$ cat config.mk
export PLATFORM = sky130hd
export DESIGN_NAME = stage3_writeback
export DESIGN_NICKNAME = d
export VERILOG_FILES = /design/src/rtl/stage3_writeback.sv
export SDC_FILE = /design/constraint.sdc
export NUM_CORES = 1
export LEC_CHECK = 0
export ABC_CLOCK_PERIOD_IN_PS = 2900
export CAP_MARGIN = 20
export CELL_PAD_IN_SITES_DETAIL_PLACEMENT = 0
export CELL_PAD_IN_SITES_GLOBAL_PLACEMENT = 1
export CORE_ASPECT_RATIO = 1.4
export CORE_UTILIZATION = 43
export CTS_BUF_LIST = sky130_fd_sc_hd__clkbuf_8
export CTS_CLUSTER_SIZE = 24
export DETAILED_ROUTE_END_ITERATION = 7
export PLACE_DENSITY_LB_ADDON = 0.2
export SYNTH_ARGS = -nofsm -noshare
export SYNTH_HDL_FRONTEND = slang
export SYNTH_SLANG_ARGS = --single-unit
$ cat constraint.sdc
create_clock -name CLK_i -period 2.9 [get_ports CLK_i]
set_input_delay 0.58 -clock CLK_i [delete_from_list [all_inputs] [get_ports CLK_i]]
set_output_delay 0.58 -clock CLK_i [all_outputs]
set_load 0.03 [all_outputs]
$ cat src/rtl/stage3_writeback.sv
// Writeback stage: buffers stage results in a small FIFO and streams them into a
// six-bank SRAM, one bank per pipe stage, with per-bank sequential addressing.
module stage3_writeback #(
    parameter int WIDTH  = 16,
    parameter int DEPTH  = 4,
    parameter int ADDR_W = 12
) (
    input  logic                      CLK_i,
    input  logic                      RST_ni,
    input  logic                      valid_i,
    input  logic [2:0]                stage_i,
    input  logic [WIDTH-1:0]          operand1_i,
    input  logic [WIDTH-1:0]          operand2_i,
    input  logic                      finished_i,
    input  logic                      clear_i,
    output logic                      stall_o,
    output logic                      sram_req_o,
    input  logic                      sram_gnt_i,
    output logic [2:0]                sram_bank_o,
    output logic [ADDR_W-1:0]         sram_addr_o,
    output logic [2*WIDTH-1:0]        sram_wdata_o,
    output logic [$clog2(DEPTH):0]    count_o,
    output logic                      overflow_o,
    output logic                      done_o
);

    localparam int PTR_W = $clog2(DEPTH);
    localparam int CNT_W = PTR_W + 1;
    localparam logic [CNT_W-1:0] FULL_CNT = CNT_W'(DEPTH);

    typedef enum logic [1:0] {
        IDLE,
        RUN,
        DRAIN,
        DONE
    } state_t;

    typedef struct packed {
        logic [2:0]       stage;
        logic [WIDTH-1:0] op2;
        logic [WIDTH-1:0] op1;
    } entry_t;

    state_t            state_q;
    state_t            state_d;

    entry_t            mem [DEPTH];
    entry_t            head;
    logic [PTR_W-1:0]  wr_ptr_q;
    logic [PTR_W-1:0]  rd_ptr_q;
    logic [CNT_W-1:0]  count_q;

    logic [ADDR_W-1:0] addr_cnt_q;
    logic [ADDR_W-1:0] addr_used;
    logic [2:0]        last_stage_q;
    logic              overflow_q;

    logic              full;
    logic              empty;
    logic              stage_ok;
    logic              accepting;
    logic              push;
    logic              pop;

    assign full      = (count_q == FULL_CNT);
    assign empty     = (count_q == '0);
    assign stage_ok  = (stage_i != 3'd0) && (stage_i != 3'd7);
    assign accepting = (state_q == IDLE) || (state_q == RUN);
    assign push      = valid_i && stage_ok && !full && accepting;

    assign head       = mem[rd_ptr_q];
    assign sram_req_o = !empty && ((state_q == RUN) || (state_q == DRAIN));
    assign pop        = sram_req_o && sram_gnt_i;

    // A new stage restarts its bank at address 0; a repeat stage continues.
    assign addr_used = (head.stage != last_stage_q) ? '0 : addr_cnt_q;

    assign stall_o    = full;
    assign count_o    = count_q;
    assign overflow_o = overflow_q;
    assign done_o     = (state_q == DONE);

    // Head fields are only presented while a request is up, so idle outputs are 0.
    always_comb begin
        sram_bank_o  = '0;
        sram_addr_o  = '0;
        sram_wdata_o = '0;
        if (sram_req_o) begin
            sram_bank_o = head.stage - 3'd1;
            sram_addr_o = addr_used;
            if (head.stage == 3'd6) begin
                sram_wdata_o = {head.op2, head.op1};
            end else begin
                sram_wdata_o = {{WIDTH{1'b0}}, head.op1};
            end
        end
    end

    always_comb begin
        state_d = state_q;
        case (state_q)
            IDLE:    if (push)        state_d = RUN;
            RUN:     if (finished_i)  state_d = DRAIN;
            DRAIN:   if (empty)       state_d = DONE;
            DONE:    if (clear_i)     state_d = IDLE;
            default:                  state_d = IDLE;
        endcase
    end

    // NOTE: all sequential state uses non-blocking assignments so every register
    // samples the pre-edge values of its neighbours.
    always_ff @(posedge CLK_i or negedge RST_ni) begin
        if (!RST_ni) begin
            state_q <= IDLE;
        end else begin
            state_q <= state_d;
        end
    end

    // NOTE: the storage array has no reset; validity is tracked by the pointers and
    // count, which are reset, so clearing the array would only cost flops.
    always_ff @(posedge CLK_i) begin
        if (push) begin
            mem[wr_ptr_q] <= '{stage: stage_i, op2: operand2_i, op1: operand1_i};
        end
    end

    always_ff @(posedge CLK_i or negedge RST_ni) begin
        if (!RST_ni) begin
            wr_ptr_q <= '0;
            rd_ptr_q <= '0;
            count_q  <= '0;
        end else begin
            if (push) begin
                wr_ptr_q <= wr_ptr_q + 1'b1;
            end
            if (pop) begin
                rd_ptr_q <= rd_ptr_q + 1'b1;
            end
            case ({push, pop})
                2'b10:   count_q <= count_q + 1'b1;
                2'b01:   count_q <= count_q - 1'b1;
                default: count_q <= count_q;
            endcase
        end
    end

    // Address counter wraps naturally; the wrapping pop latches the sticky flag.
    always_ff @(posedge CLK_i or negedge RST_ni) begin
        if (!RST_ni) begin
            addr_cnt_q   <= '0;
            last_stage_q <= '0;
            overflow_q   <= 1'b0;
        end else if (pop) begin
            addr_cnt_q   <= addr_used + 1'b1;
            last_stage_q <= head.stage;
            if (&addr_used) begin
                overflow_q <= 1'b1;
            end
        end
    end

endmodule

==> results.toml <==
[setup_path]
crit_arrival_ns = 2.32
crit_path_end_kind = "output pin"
worstSetupPathType = "reg -> out"
required_ns = 2.32
startpoint_type = "flip-flop"
worstPathMaxFanout = 7

[outcome]
status = "finished with violations"
violations = "negative setup slack"

[detailed_routing]
wl_met3_um = 649
highest_layer = "met4"
avgRoutedWirePerCell_um = 18.9
viasPerCell = 5.24
ant_nets = 0
wl_met2_um = 7700
wl_met1_um = 5520
drc_errors = 0
drt_iter0_markers = 213
first_pass_iters = 4
totalWireLength_um = 14100
num_vias = 3921

[yosys]
syn_area_per_cell_um2 = 17.5
synth_nets = 444
yosysWarnings = 0
synthCells = 390
netlist_area_um2 = 6840
yosysSeqAreaShare_pct = 70.6
synth_cell_types = 40
yosys_register_bits = 165

[place]
place_ws_ns = 0.119
io_buffers = 94
gp_congestion = 0.819
place_hpwl_um = 8950

[pwr]
p_leak_nw = 3.42
ir_drop_mv = 0.733
powerDensity_nw_per_um2 = 1000

[floorplan]
initial_core_util_pct = 44.0
dieArea_um2 = 16400
io_pins = 95
fp.coreArea_um2 = 15500
rows = 54
dieHeight_um = 151
die_w_um = 109

[global_routing]
grt_max_degree = 27
grt_pass1_wl_um = 21100
antenna_found_initial = 0
overflow = 0
gr-usage-all-layers_pct = 17.8
grt_pass1_vias = 4052

[clock_tree]
htree_levels = 4
cts_num_sinks = 165
cts_hold_buffers = 0
cts_tree = "yes"
path_clk_slew_ns = 0.09
clk-insertion-delay-late_ns = 0.45
clk_path_buf_depth = 2
cts_made_buffers = 17
cts_root_buf = "clkbuf_8"

[timing]
max-slew-margin-rel_pct = 72.6
slew_viol_final = 0
rsz0062_at_grt = "true"
tightest_slew_ns = 0.411
period_share_pct = 100
setup_viol = 1
fmax_mhz = 344
setup-tns-final_ns = -0.00418
min_period_ns = 2.90
fin_skew_ns = 0.0139
final.setup.worst_slack_ns = -0.00418
hold_viol = 0

[cells_and_area]
layout-drive-gt1-share_pct = 38.6
layout.nets = 593
fillers = 1217
multi_input_area_um2 = 2090
ff_latch_area_um2 = 4830
diodes = 0
synthToLayoutAreaGrowth_pct = 33.6

[job]
cap_violations = 0

[hold_path]
hp-class = "reg -> reg"
-- logic make-up after synthesis --
kind of cell / Yosys count / share of synthesized area, %
flip-flops: 165 / 70.6
AND/OR/NAND/NOR: 107 / 8.77
multiplexers: 38 / 12.1
buffers and inverters: 31 / 1.89
AO/OA/AOI/OAI: 26 / 2.53
adder cells (fa/ha/maj): 13 / 2.49
XOR/XNOR: 10 / 1.61
-- cells in the mapped netlist --
cell / count / area, um^2
o21ai_0: 9 / 45.0
or3_1: 2 / 12.5
nor3_1: 6 / 30.0
clkbuf_1: 9 / 33.8
edfxtp_1: 140 / 4200
nand4_1: 1 / 6.26
buf_2: 4 / 20.0
mux4_2: 34 / 766
nor2_1: 12 / 45.0
o22ai_1: 1 / 6.26
xnor2_2: 3 / 48.8
inv_1: 14 / 52.6
nor2b_1: 16 / 100
nor3b_1: 1 / 7.51
xnor2_1: 5 / 43.8
xor2_1: 2 / 17.5
a21o_1: 3 / 22.5
buf_1: 2 / 7.51
mux4_1: 1 / 26.3
ha_1: 12 / 150
a221oi_1: 1 / 8.76
a31o_2: 1 / 8.76
o32a_1: 1 / 10.0
mux2_2: 3 / 33.8
buf_6: 1 / 11.3
o2bb2ai_1: 1 / 8.76
nor4_2: 1 / 12.5
a21oi_1: 4 / 20.0
nand2_1: 16 / 60.1
and2_1: 6 / 37.5
dfrtp_1: 25 / 626
fa_1: 1 / 20.0
inv_2: 1 / 3.75
a22o_1: 4 / 35.0
or4_1: 1 / 7.51
nand3b_1: 1 / 7.51
o211ai_1: 1 / 7.51
nand3_1: 11 / 55.1
nand3_4: 1 / 17.5
and3_1: 32 / 200
-- where the power goes --
| part | leakage [nW] | switching (W) | total, W | internal (W) |
|---|---|---|---|---|
| clock network | 0.198 | 0.000953 | 0.00160 | 0.000649 |
| registers | 1.59 | 0.000164 | 0.00309 | 0.00293 |
| logic | 1.64 | 0.00231 | 0.00444 | 0.00212 |
-- area by class of cell --
cell class,instances,share of cell area (%)
Multi-Input combinational cell,194,22.9
Clock inverter,15,1.71
Timing Repair Buffer,146,16.6
Clock buffer,17,2.56
Tap cell,196,2.69
Inverter,15,0.617
Sequential cell,165,52.9
-- metrics by stage --
step / utilization (%) / area (um^2) / power, W / hold slack (ns) / cells
after floorplan: - / 6840 / 0.00555 / 0.284 / 390
after global placement: 52.5 / 8160 / 0.00689 / 0.460 / 691
after detailed placement: 52.5 / 8160 / 0.00693 / 0.463 / 691
after CTS: 56.1 / 8710 / 0.00867 / 0.485 / 730
after global routing: 58.8 / 9130 / 0.00963 / 0.510 / 748
final: 58.8 / 9130 / 0.00913 / 0.477 / 748
-- registers in the layout (all words and copies together) (netlist names) --
signal,cells
mem,140
overflow_o,1
state_q,2
wr_ptr_q,2
addr_cnt_q,12
count_o,3
last_stage_q,3
rd_ptr_q,2
-- layer usage --
metal	GRT usage (%)	vias to the layer above
li1	-	1817
met1	20.2	1985
met2	31.7	100
met3	4.95	19
met4	6.62	0
met5	0	-
-- worst max-delay path, cell delays in order (launching register included) --
cell,delay [ns]
dfrtp_2,0.43
mux4_2,0.58
xnor2_2,0.17
and3_4,0.24
clkbuf_16,0.15
and3_4,0.18
buf_6,0.12
-- cell usage in the layout, fill, tap and decap left out, types with 14 or more instances in the layout --
cell             synthesis  routed
and3_1                  32      20
buf_4                    0      44
buf_6                    1      26
clkbuf_8                 0      17
clkdlybuf4s50_1          0      46
dfrtp_1                 25      23
edfxtp_1               140     140
mux4_2                  34      34
nand2_1                 16      15
nor2b_4                  0      14
-- path summary, 6_finish.rpt --
check | from | to | slack [ns] | cells after the start
setup / recovery | rd_ptr_q[0] | sram_addr_o[2] | -0.004 | 6
hold / removal | overflow_o | overflow_o | 0.48 | 1
setup reg to reg | rd_ptr_q[0] | addr_cnt_q[10] | 0.10 | 11
hold reg to reg | overflow_o | overflow_o | 0.48 | 1
max in group asynchronous | RST_ni | rd_ptr_q[0] | 2.12 | 2
min in group asynchronous | RST_ni | count_o[2] | 0.50 | 2
-- timing repair --
item	4_1_cts	5_1_grt
setup endpoints to repair	42	41
gates resized for setup	52	68
pin swaps	3	4
buffers inserted	7	15
cloned	0	3
Note: power is estimated with default switching activity, not from simulation.
